==> config.mk <==
export PLATFORM = sky130hd
export DESIGN_NAME = simon_seq_ctrl_flat
export DESIGN_NICKNAME = d
export VERILOG_FILES = /design/src/rtl/simon_seq_ctrl_if.sv /design/src/rtl/simon_seq_ctrl.sv /design/src/flat_wrapper.sv
export SDC_FILE = /design/constraint.sdc
export NUM_CORES = 1
export LEC_CHECK = 0
export CORE_MARGIN = 3
export CORE_UTILIZATION = 30
export CTS_CLUSTER_DIAMETER = 30
export DETAILED_ROUTE_END_ITERATION = 6
export GPL_TIMING_DRIVEN = 0
export PLACE_DENSITY = 0.44
export REMOVE_ABC_BUFFERS = 1
export SLEW_MARGIN = 20
export SYNTH_ARGS = -nofsm -noshare
export SYNTH_HDL_FRONTEND = slang
export SYNTH_SLANG_ARGS = --single-unit
export TNS_END_PERCENT = 50
==> constraint.sdc <==
create_clock -name clk -period 3.3 [get_ports clk]
set_input_delay 0.495 -clock clk [delete_from_list [all_inputs] [get_ports clk]]
set_output_delay 0.495 -clock clk [all_outputs]
set_load 0.01 [all_outputs]
==> src/rtl/simon_seq_ctrl_if.sv <==
// Signal bundle between the Simon sequencer and its neighbours (random source,
// button encoder, lamp/display drivers); the sequencer sits on the slave side.
interface simon_seq_ctrl_if #(
  parameter int LW = 6
);
  logic          start;
  logic [1:0]    rand_in;
  logic          btn_valid;
  logic [1:0]    btn_code;
  logic          lamp_en;
  logic [1:0]    lamp_code;
  logic          input_ready;
  logic [LW-1:0] level;
  logic          win;
  logic          lose;
  logic          busy;
  // Encoded controller state, exposed for observation only.
  logic [2:0]    state;

  modport master (
    output start, rand_in, btn_valid, btn_code,
    input  lamp_en, lamp_code, input_ready, level, win, lose, busy, state
  );

  modport slave (
    input  start, rand_in, btn_valid, btn_code,
    output lamp_en, lamp_code, input_ready, level, win, lose, busy, state
  );
endinterface

==> src/rtl/simon_seq_ctrl.sv <==
// Simon Says game sequencer: grows a colour pattern one element per round,
// replays it on the lamp with fixed lit/dark timing, then checks player presses.
//
// start and btn_valid are single-cycle pulses with no back-pressure: the
// controller acts on start only in IDLE/WIN/LOSE and on btn_valid only in
// INPUT (where input_ready is high); pulses arriving elsewhere are dropped.
module simon_seq_ctrl #(
  parameter int MAX_LEN     = 32,
  parameter int SHOW_CYCLES = 25_000_000,
  parameter int GAP_CYCLES  = 12_500_000,
  parameter int LW          = $clog2(MAX_LEN + 1),
  parameter int CW          = $clog2(((SHOW_CYCLES > GAP_CYCLES) ? SHOW_CYCLES : GAP_CYCLES) + 1)
) (
  input  logic clk,
  input  logic rst,
  simon_seq_ctrl_if.slave bus
);

  localparam int AW = (MAX_LEN > 1) ? $clog2(MAX_LEN) : 1;
  localparam logic [CW-1:0] SHOW_LOAD = CW'(SHOW_CYCLES - 1);
  localparam logic [CW-1:0] GAP_LOAD  = CW'(GAP_CYCLES - 1);
  localparam logic [LW-1:0] LEN_MAX   = LW'(MAX_LEN);

  typedef enum logic [2:0] {
    S_IDLE     = 3'd0,
    S_ADD      = 3'd1,
    S_SHOW_ON  = 3'd2,
    S_SHOW_OFF = 3'd3,
    S_INPUT    = 3'd4,
    S_WIN      = 3'd5,
    S_LOSE     = 3'd6
  } state_t;

  state_t        state_q, state_d;
  logic [LW-1:0] len_q, len_d;
  logic [LW-1:0] idx_q, idx_d;
  logic [CW-1:0] timer_q, timer_d;
  logic          mem_we;
  logic [1:0]    mem [MAX_LEN];
  logic [1:0]    cur_color;
  logic          last_elem;

  // idx and len stay below MAX_LEN whenever mem is addressed, so the low bits suffice.
  assign cur_color = mem[idx_q[AW-1:0]];
  assign last_elem = (idx_q == (len_q - LW'(1)));

  always_ff @(posedge clk or posedge rst) begin
    if (rst) begin
      state_q <= S_IDLE;
      len_q   <= '0;
      idx_q   <= '0;
      timer_q <= '0;
    end else begin
      state_q <= state_d;
      len_q   <= len_d;
      idx_q   <= idx_d;
      timer_q <= timer_d;
    end
  end

  // Pattern memory survives both start and reset; only len marks valid entries.
  always_ff @(posedge clk) begin
    if (mem_we) begin
      mem[len_q[AW-1:0]] <= bus.rand_in;
    end
  end

  always_comb begin
    state_d = state_q;
    len_d   = len_q;
    idx_d   = idx_q;
    timer_d = timer_q;
    mem_we  = 1'b0;

    case (state_q)
      S_IDLE, S_WIN, S_LOSE: begin
        if (bus.start) begin
          len_d   = '0;
          idx_d   = '0;
          timer_d = '0;
          state_d = S_ADD;
        end
      end

      S_ADD: begin
        mem_we  = 1'b1;
        len_d   = len_q + LW'(1);
        idx_d   = '0;
        timer_d = SHOW_LOAD;
        state_d = S_SHOW_ON;
      end

      S_SHOW_ON: begin
        if (timer_q == '0) begin
          timer_d = GAP_LOAD;
          state_d = S_SHOW_OFF;
        end else begin
          timer_d = timer_q - CW'(1);
        end
      end

      S_SHOW_OFF: begin
        if (timer_q == '0) begin
          if (last_elem) begin
            idx_d   = '0;
            state_d = S_INPUT;
          end else begin
            idx_d   = idx_q + LW'(1);
            timer_d = SHOW_LOAD;
            state_d = S_SHOW_ON;
          end
        end else begin
          timer_d = timer_q - CW'(1);
        end
      end

      S_INPUT: begin
        if (bus.btn_valid) begin
          if (bus.btn_code != cur_color) begin
            state_d = S_LOSE;
          end else if (!last_elem) begin
            idx_d = idx_q + LW'(1);
          end else if (len_q == LEN_MAX) begin
            state_d = S_WIN;
          end else begin
            state_d = S_ADD;
          end
        end
      end

      default: state_d = S_IDLE;
    endcase
  end

  // Every output is a decode of registered state, so reset clears them at once.
  assign bus.lamp_en     = (state_q == S_SHOW_ON);
  assign bus.lamp_code   = (state_q == S_SHOW_ON) ? cur_color : 2'b00;
  assign bus.input_ready = (state_q == S_INPUT);
  assign bus.level       = len_q;
  assign bus.win         = (state_q == S_WIN);
  assign bus.lose        = (state_q == S_LOSE);
  assign bus.busy        = (state_q != S_IDLE) && (state_q != S_WIN) && (state_q != S_LOSE);
  assign bus.state       = state_q;

endmodule

==> src/flat_wrapper.sv <==
// flat-port wrapper written by rule: the top's interface ports become plain ports
module simon_seq_ctrl_flat 
#(
  parameter int MAX_LEN     = 32,
  parameter int SHOW_CYCLES = 25_000_000,
  parameter int GAP_CYCLES  = 12_500_000,
  parameter int LW          = $clog2(MAX_LEN + 1),
  parameter int CW          = $clog2(((SHOW_CYCLES > GAP_CYCLES) ? SHOW_CYCLES : GAP_CYCLES) + 1)
)
  (clk, rst, bus_start, bus_rand_in, bus_btn_valid, bus_btn_code, bus_lamp_en, bus_lamp_code, bus_input_ready, bus_level, bus_win, bus_lose, bus_busy, bus_state);
  simon_seq_ctrl_if #(.LW(LW)) bus_i ();
  input  logic clk;
  input  logic rst;
  input wire logic [$bits(bus_i.start)-1:0] bus_start;
  input wire logic [$bits(bus_i.rand_in)-1:0] bus_rand_in;
  input wire logic [$bits(bus_i.btn_valid)-1:0] bus_btn_valid;
  input wire logic [$bits(bus_i.btn_code)-1:0] bus_btn_code;
  output wire logic [$bits(bus_i.lamp_en)-1:0] bus_lamp_en;
  output wire logic [$bits(bus_i.lamp_code)-1:0] bus_lamp_code;
  output wire logic [$bits(bus_i.input_ready)-1:0] bus_input_ready;
  output wire logic [$bits(bus_i.level)-1:0] bus_level;
  output wire logic [$bits(bus_i.win)-1:0] bus_win;
  output wire logic [$bits(bus_i.lose)-1:0] bus_lose;
  output wire logic [$bits(bus_i.busy)-1:0] bus_busy;
  output wire logic [$bits(bus_i.state)-1:0] bus_state;
  assign bus_i.start = bus_start;
  assign bus_i.rand_in = bus_rand_in;
  assign bus_i.btn_valid = bus_btn_valid;
  assign bus_i.btn_code = bus_btn_code;
  assign bus_lamp_en = bus_i.lamp_en;
  assign bus_lamp_code = bus_i.lamp_code;
  assign bus_input_ready = bus_i.input_ready;
  assign bus_level = bus_i.level;
  assign bus_win = bus_i.win;
  assign bus_lose = bus_i.lose;
  assign bus_busy = bus_i.busy;
  assign bus_state = bus_i.state;
  simon_seq_ctrl #(.MAX_LEN(MAX_LEN), .SHOW_CYCLES(SHOW_CYCLES), .GAP_CYCLES(GAP_CYCLES), .LW(LW), .CW(CW)) u_core (.clk(clk), .rst(rst), .bus(bus_i));
endmodule
# [After elaboration in Yosys (flattened, before gate mapping)]
# Memory sizes are Yosys's and may differ from the RTL's.
# Cells that the tools add are included.
[classes] n_addsub=4 mul=0 div_mod_pow=0 magnitude_cmp=0 n_eq_ne=19 shifts=0 mux=26 bitwise=0 reduce_logical=13
[op_table] cell="two-way mux 25 bit" count=4
[op_table] cell="case mux 25 bit (4 select lines)" count=1
[op_table] cell="two-way mux 6 bit" count=6
[op_table] cell="zero test 25 bit" count=1
[op_table] cell="subtractor 25 x 1 -> 25 bit (second input constant)" count=1
[op_table] cell="two-way mux 3 bit" count=8
[op_table] cell="case mux 6 bit (4 select lines)" count=1
[op_table] cell="case mux 3 bit (5 select lines)" count=1
[op_table] cell="adder 6 x 1 -> 6 bit (second input constant)" count=2
[op_table] cell="case mux 6 bit (2 select lines)" count=1
[op_table] cell="equality test 3 bit (second input constant)" count=3
[op_table] cell="inequality test 3 bit (second input constant)" count=3
[op_table] cell="inequality test 2 bit (second input constant)" count=4
[op_table] cell="nonzero test 4 bit" count=2
[op_table] cell="equality test 3 x 2 -> 1 bit (second input constant)" count=2
[op_table] cell="equality test 6 bit" count=1
[op_table] cell="equality test 6 bit (second input constant)" count=1
[op_table] cell="AND reduction 6 bit" count=1
[op_table] cell="subtractor 6 x 1 -> 6 bit (second input constant)" count=1
[op_table] cell="AND reduction 5 bit" count=1
[op_table] cell="inequality test 2 x 1 -> 1 bit (second input constant)" count=2
[op_table] cell="equality test 3 x 1 -> 1 bit (second input constant)" count=1
[op_table] cell="zero test 3 bit" count=1
[op_table] cell="two-way mux 1 bit" count=3
[op_table] cell="9 further kinds" count=10
[totals] reg_bits=40 latchBits=0 ramBits=64 romBits=0 in_bits=8 output_inout_bits=16 word_cells=67 memories=1
[memory_table] name="u_core.mem" depth=32 word_bits=2 read_ports=1 rd_ports_with_merged_regs=0 wr=1 line_no="simon_seq_ctrl.sv:39" rtl="logic [1:0] mem [MAX_LEN];"

# [Logic depth before layout (Yosys ltp)]
[logic_depth] ltp_word=6 depth_mapped=11 depth_no_buf=9

# [Worst setup path before layout]
# No wires, ideal clock.
[synth_timing] kind="register -> register" startpoint="register u_core.timer_q[0]" endpoint="register u_core.idx_q[0]" setup_time_ps=125 arrival_ps=2875 required_ps=3175 setup_slack_ps=299 path_stages_with_launch=10 path_buffers=0 synth_period_minus_slack_ps=3001 path_cell_list="dfrtp_1 > inv_1 > ha_1 > or4b_4 > or4_4 > or2_2 > o21ai_1 > a32oi_2 > or2_0 > mux2_4"
[synth_via] elab_chain_cells=3
[synth_rtl] element="from (decl)" line_no="simon_seq_ctrl.sv:37" rtl="logic [CW-1:0] timer_q, timer_d;"
[synth_rtl] element="from (signal assigned)" line_no="simon_seq_ctrl.sv:57" rtl="timer_q <= timer_d;"
[synth_rtl] element="zero test 25 bit" line_no="simon_seq_ctrl.sv:103" rtl="if (timer_q == '0) begin"
[synth_rtl] element="inequality test 2 x 1 -> 1 bit (no line)"
[synth_rtl] element="AND reduction 6 bit (no line)"
[synth_rtl] element="to (signal assigned)" line_no="simon_seq_ctrl.sv:56" rtl="idx_q <= idx_d;"
[synth_rtl] element="to (decl)" line_no="simon_seq_ctrl.sv:36" rtl="logic [LW-1:0] idx_q, idx_d;"
# Every way passes these cells.
# A chain may end at the register's enable or synchronous reset.

# [Worst setup path after layout]
[layout_timing] startpoint="register u_core.timer_q[0]" endpoint="register u_core.timer_q[5]"
[layout_via] elab_chain_cells=3 elab_cells_between_ends=7 cone_classes="add/sub: 1; eq/ne: 1; mux: 3; reduce/logical: 2"
[layout_rtl] element="subtractor 25 x 1 -> 25 bit / zero test 25 bit (equally long branches)"
[layout_rtl] element="two-way mux 25 bit, or another cell as far along" line_no="simon_seq_ctrl.sv:103"
[layout_rtl] element="case mux 25 bit (4 select lines) / AND reduction 3 bit (equally long branches)"
# Parallel ways exist; a longest one is shown, timed or not.

==> flow_summary.toml <==
[clock_network]
clk_path_buf_depth = 2
cts_tree = "yes"
clk_latency_ns = 0.36
ctsHoldBuffers = 0
clock-root-buffer = "clkbuf_16"
cts.sinks = 104
clk_pin_slew_ns = 0.08
numCtsBuffers = 9
cts_max_level = 3

[setup_path]
r2r_cells = 9
end_kind = "register"
r2r_end = "u_core.timer_q[5]$_DFFE_PP0P_"
cpMostUsedCell = "or4_4"
cp_slowest_cell = "or4b_4"
cp.required_ns = 3.59
rr_startpoint = "u_core.timer_q[0]$_DFFE_PP0P_"
crit_type = "reg -> reg"
critical_path_arrival_ns = 3.49
critPathTopFamily = "simple AND/OR/NAND/NOR gates"
critPathMaxStageDelay_ns = 0.50
crit_fanout = 6
crit_chain = "inv_1 -> ha_2 -> or4b_4 -> or4_4 -> or4_4 -> o31ai_4 -> a21o_2 -> o21bai_1 -> o2bb2ai_1"
ff2ff_setup_slack_ns = 0.1
cp.buffers_inverters = 1
crit_path_start_kind = "register"

[grt]
grt_pass1_wl_um = 21490
track_usage_pct = 14.20
grt_use_met3_pct = 3.746
grt_overflow_total = 0
grt_use_met1_pct = 19.38
grt_busiest_layer = "met2"
grt_pass1_vias = 3842
grt_max_degree = 33
grt_antenna_before_repair = 0
grt_use_met2_pct = 22.04

[timing]
worstMarginPinSlew_ns = 0.6993
setup_viol = 0
finClkSkew_ns = 0.01370
drv_slew = 0
hold_viol_final = 0
slew_headroom_pct = 52.95
rsz0062_at_grt = "yes"
max_freq_mhz = 312.2
period_minus_slack_ns = 3.203
period_share_pct = 97.07

[routing]
vias = 3773
finalWirelength_um = 13290
drtIter0Drc = 353
drc = 0
drt_pre_antenna_iters = 5
ant_nets = 0
avgViaCountPerCell = 5.255
wl_per_cell_um = 18.52

[floorplanning]
die_h_um = 139.3
io_pins = 24
core_mm2 = 0.01736
initial_core_util_pct = 30.71
die_area_mm2 = 0.01940
die_w_um = 139.3
fp-row-count = 48

[synthesis]
synth_adder_area_share_pct = 1.408
synthMuxAreaShare_pct = 10.21
synthSimpleGateAreaFrac_pct = 14.53
syn_inst = 465
yosys_warnings = 0
synth_cell_types = 61
async_flop_share_pct = 38.46
synth_top_family_by_area = "simple AND/OR/NAND/NOR gates"
syn_avg_cell_area_um2 = 11.46
seq_area_frac_synth_pct = 54.84
synth_compound_area_share_pct = 13.45
synth_seq_cells = 104
synth_edf_count = 64
yosys.area_share.xor_xnor_pct = 1.972
ys.flop_type = "edfxtp_1"
syn_area_mm2 = 0.005330

[cells_and_area]
drive_above_1_share_pct = 13.59
syn_to_final_growth_pct = 17.58
fin_nets = 502
final_cells = 718
final_util_pct = 36.11
diodes = 0
fin_area_mm2 = 0.006267

[placement]
place_hpwl_um = 8585
io_buffers = 23
placed_area_mm2 = 0.005774
gp_congestion = 0.7817
place_inst = 694

[outcome]
status = "finished clean"

[pwr]
p_leak_nw = 2.167
peakVddDrop_mv = 0.2591
power.density_mw_per_mm2 = 402.1

[job]
maxCapViolCount = 0

[worst_hold_path]
hold_class = "in -> async"
[layout make-up]
cell class	count	area, um^2
Clock buffer	9	225.2
Multi-Input combinational cell	320	2341
Tap cell	225	281.5
Inverter	23	86.33
Clock inverter	7	86.33
Sequential cell	104	2928
Fill cell	1699	11090
Timing Repair Buffer	30	319.1
[how the worst max path moves through the flow]
stage	from	end	slack (ns)	cells past startpoint
final	u_core.timer_q[0]$_DFFE_PP0P_	u_core.timer_q[5]$_DFFE_PP0P_	0.1	9
after global routing	u_core.timer_q[0]$_DFFE_PP0P_	u_core.timer_q[22]$_DFFE_PP0P_	-0.006	9
after CTS	u_core.timer_q[0]$_DFFE_PP0P_	u_core.timer_q[20]$_DFFE_PP0P_	0.006	10
after detailed placement	u_core.idx_q[0]$_DFFE_PP0P_	u_core.idx_q[0]$_DFFE_PP0P_	-0.55	7
after global placement	u_core.idx_q[0]$_DFFE_PP0P_	u_core.idx_q[0]$_DFFE_PP0P_	-0.52	7
after floorplan	u_core.idx_q[0]$_DFFE_PP0P_	u_core.idx_q[0]$_DFFE_PP0P_	0.14	7
[flip-flops by register name (all words and copies together), names as in the netlist]
name,cells
u_core.timer_q,25
u_core.bus.state,3
u_core.idx_q,6
u_core.bus.level,6
u_core.mem,64
[placed cells by master, fill, tap and decap left out, types with 4 or more instances in the layout]
master and instances:
a21o_1 4, o21bai_1 5, clkbuf_16 9, a211o_1 4
nor3_1 13, dfrtp_1 38, a22o_1 6, mux4_1 10
mux4_2 10, ha_1 5, xnor2_1 7, o31ai_1 4
clkdlybuf4s50_1 19, nand2b_1 5, nand3b_1 4, edfxtp_1 64
nor4_1 5, o22ai_1 5, nand2_1 28, inv_1 21
a21oi_1 23, xor2_1 5, nor2_1 70, o21ai_0 37
nand3_1 10
[Yosys cell counts (2+ instances only)]
| cell | n | area (um^2) |
|---|---|---|
| a211o_1 | 4 | 35.03 |
| a21o_1 | 5 | 37.54 |
| a21oi_1 | 23 | 115.1 |
| a22o_1 | 6 | 52.55 |
| and2_1 | 2 | 12.51 |
| buf_2 | 3 | 15.01 |
| clkbuf_1 | 14 | 52.55 |
| dfrtp_1 | 40 | 1001 |
| edfxtp_1 | 64 | 1922 |
| ha_1 | 6 | 75.07 |
| inv_1 | 22 | 82.58 |
| mux2i_1 | 3 | 30.03 |
| mux4_1 | 10 | 262.8 |
| mux4_2 | 10 | 225.2 |
| nand2_1 | 29 | 108.9 |
| nand2b_1 | 5 | 31.28 |
| nand3_1 | 10 | 50.05 |
| nand3b_1 | 4 | 30.03 |
| nand4_1 | 3 | 18.77 |
| nor2_1 | 71 | 266.5 |
| nor2b_1 | 2 | 12.51 |
| nor3_1 | 14 | 70.07 |
| nor4_1 | 6 | 37.54 |
| o21ai_0 | 37 | 185.2 |
| o21bai_1 | 5 | 37.54 |
| o22ai_1 | 5 | 31.28 |
| o2bb2ai_1 | 3 | 26.28 |
| o31a_1 | 3 | 26.28 |
| o31ai_1 | 5 | 37.54 |
| o41ai_1 | 2 | 17.52 |
| or2_2 | 3 | 18.77 |
| or3_1 | 3 | 18.77 |
| or3b_2 | 2 | 17.52 |
| or4_1 | 4 | 30.03 |
| xnor2_1 | 7 | 61.31 |
| xor2_1 | 5 | 43.79 |
[power breakdown]
part	switching [W]	internal (W)	total, W
Clock	0.000559	0.000543	0.00110
Combinational	0.0000260	0.0000100	0.0000360
Sequential	0	0.00138	0.00138
Total	0.000585	0.00193	0.00252
[repair_timing]
| item | CTS | global route |
|---|---|---|
| endpoints found under the setup margin | 35 | 26 |
| gates resized for setup | 19 | 5 |
| buffers inserted | 3 | 2 |
| pin swaps | 1 | 5 |
| gates cloned | 1 | 2 |
[per-layer routing]
metal  part of all wire [%]  up-vias
met4                    2.4        0
li1                       -     1791
met1                     47     1897
met5                      0        -
met2                     47       70
met3                    3.4       15
[metrics by stage]
stage                     worst slack, ns  setup TNS [ns]  hold slack, ns  power, W
after floorplan                    0.1438               0          0.4688  0.001421
after global placement            -0.5241          -10.08          0.4888  0.001447
after detailed placement          -0.5520          -6.833          0.4979  0.001451
after CTS                        0.005894               0          0.3971  0.002554
after global routing            -0.006214       -0.007228          0.4003  0.002617
final                             0.09661               0          0.3852  0.002520
[logic make-up (layout without fill, tap and decap cells)]
group	count (synthesis)	in the layout
AOI/OAI and AO/OA	111	114
xor gates and xnor gates	12	12
adders and majority gates	6	6
buffers and inverters	44	69
DFF	104	104
muxes	25	25
and+or+nand+nor	163	163
(Power assumes the default switching activity.)
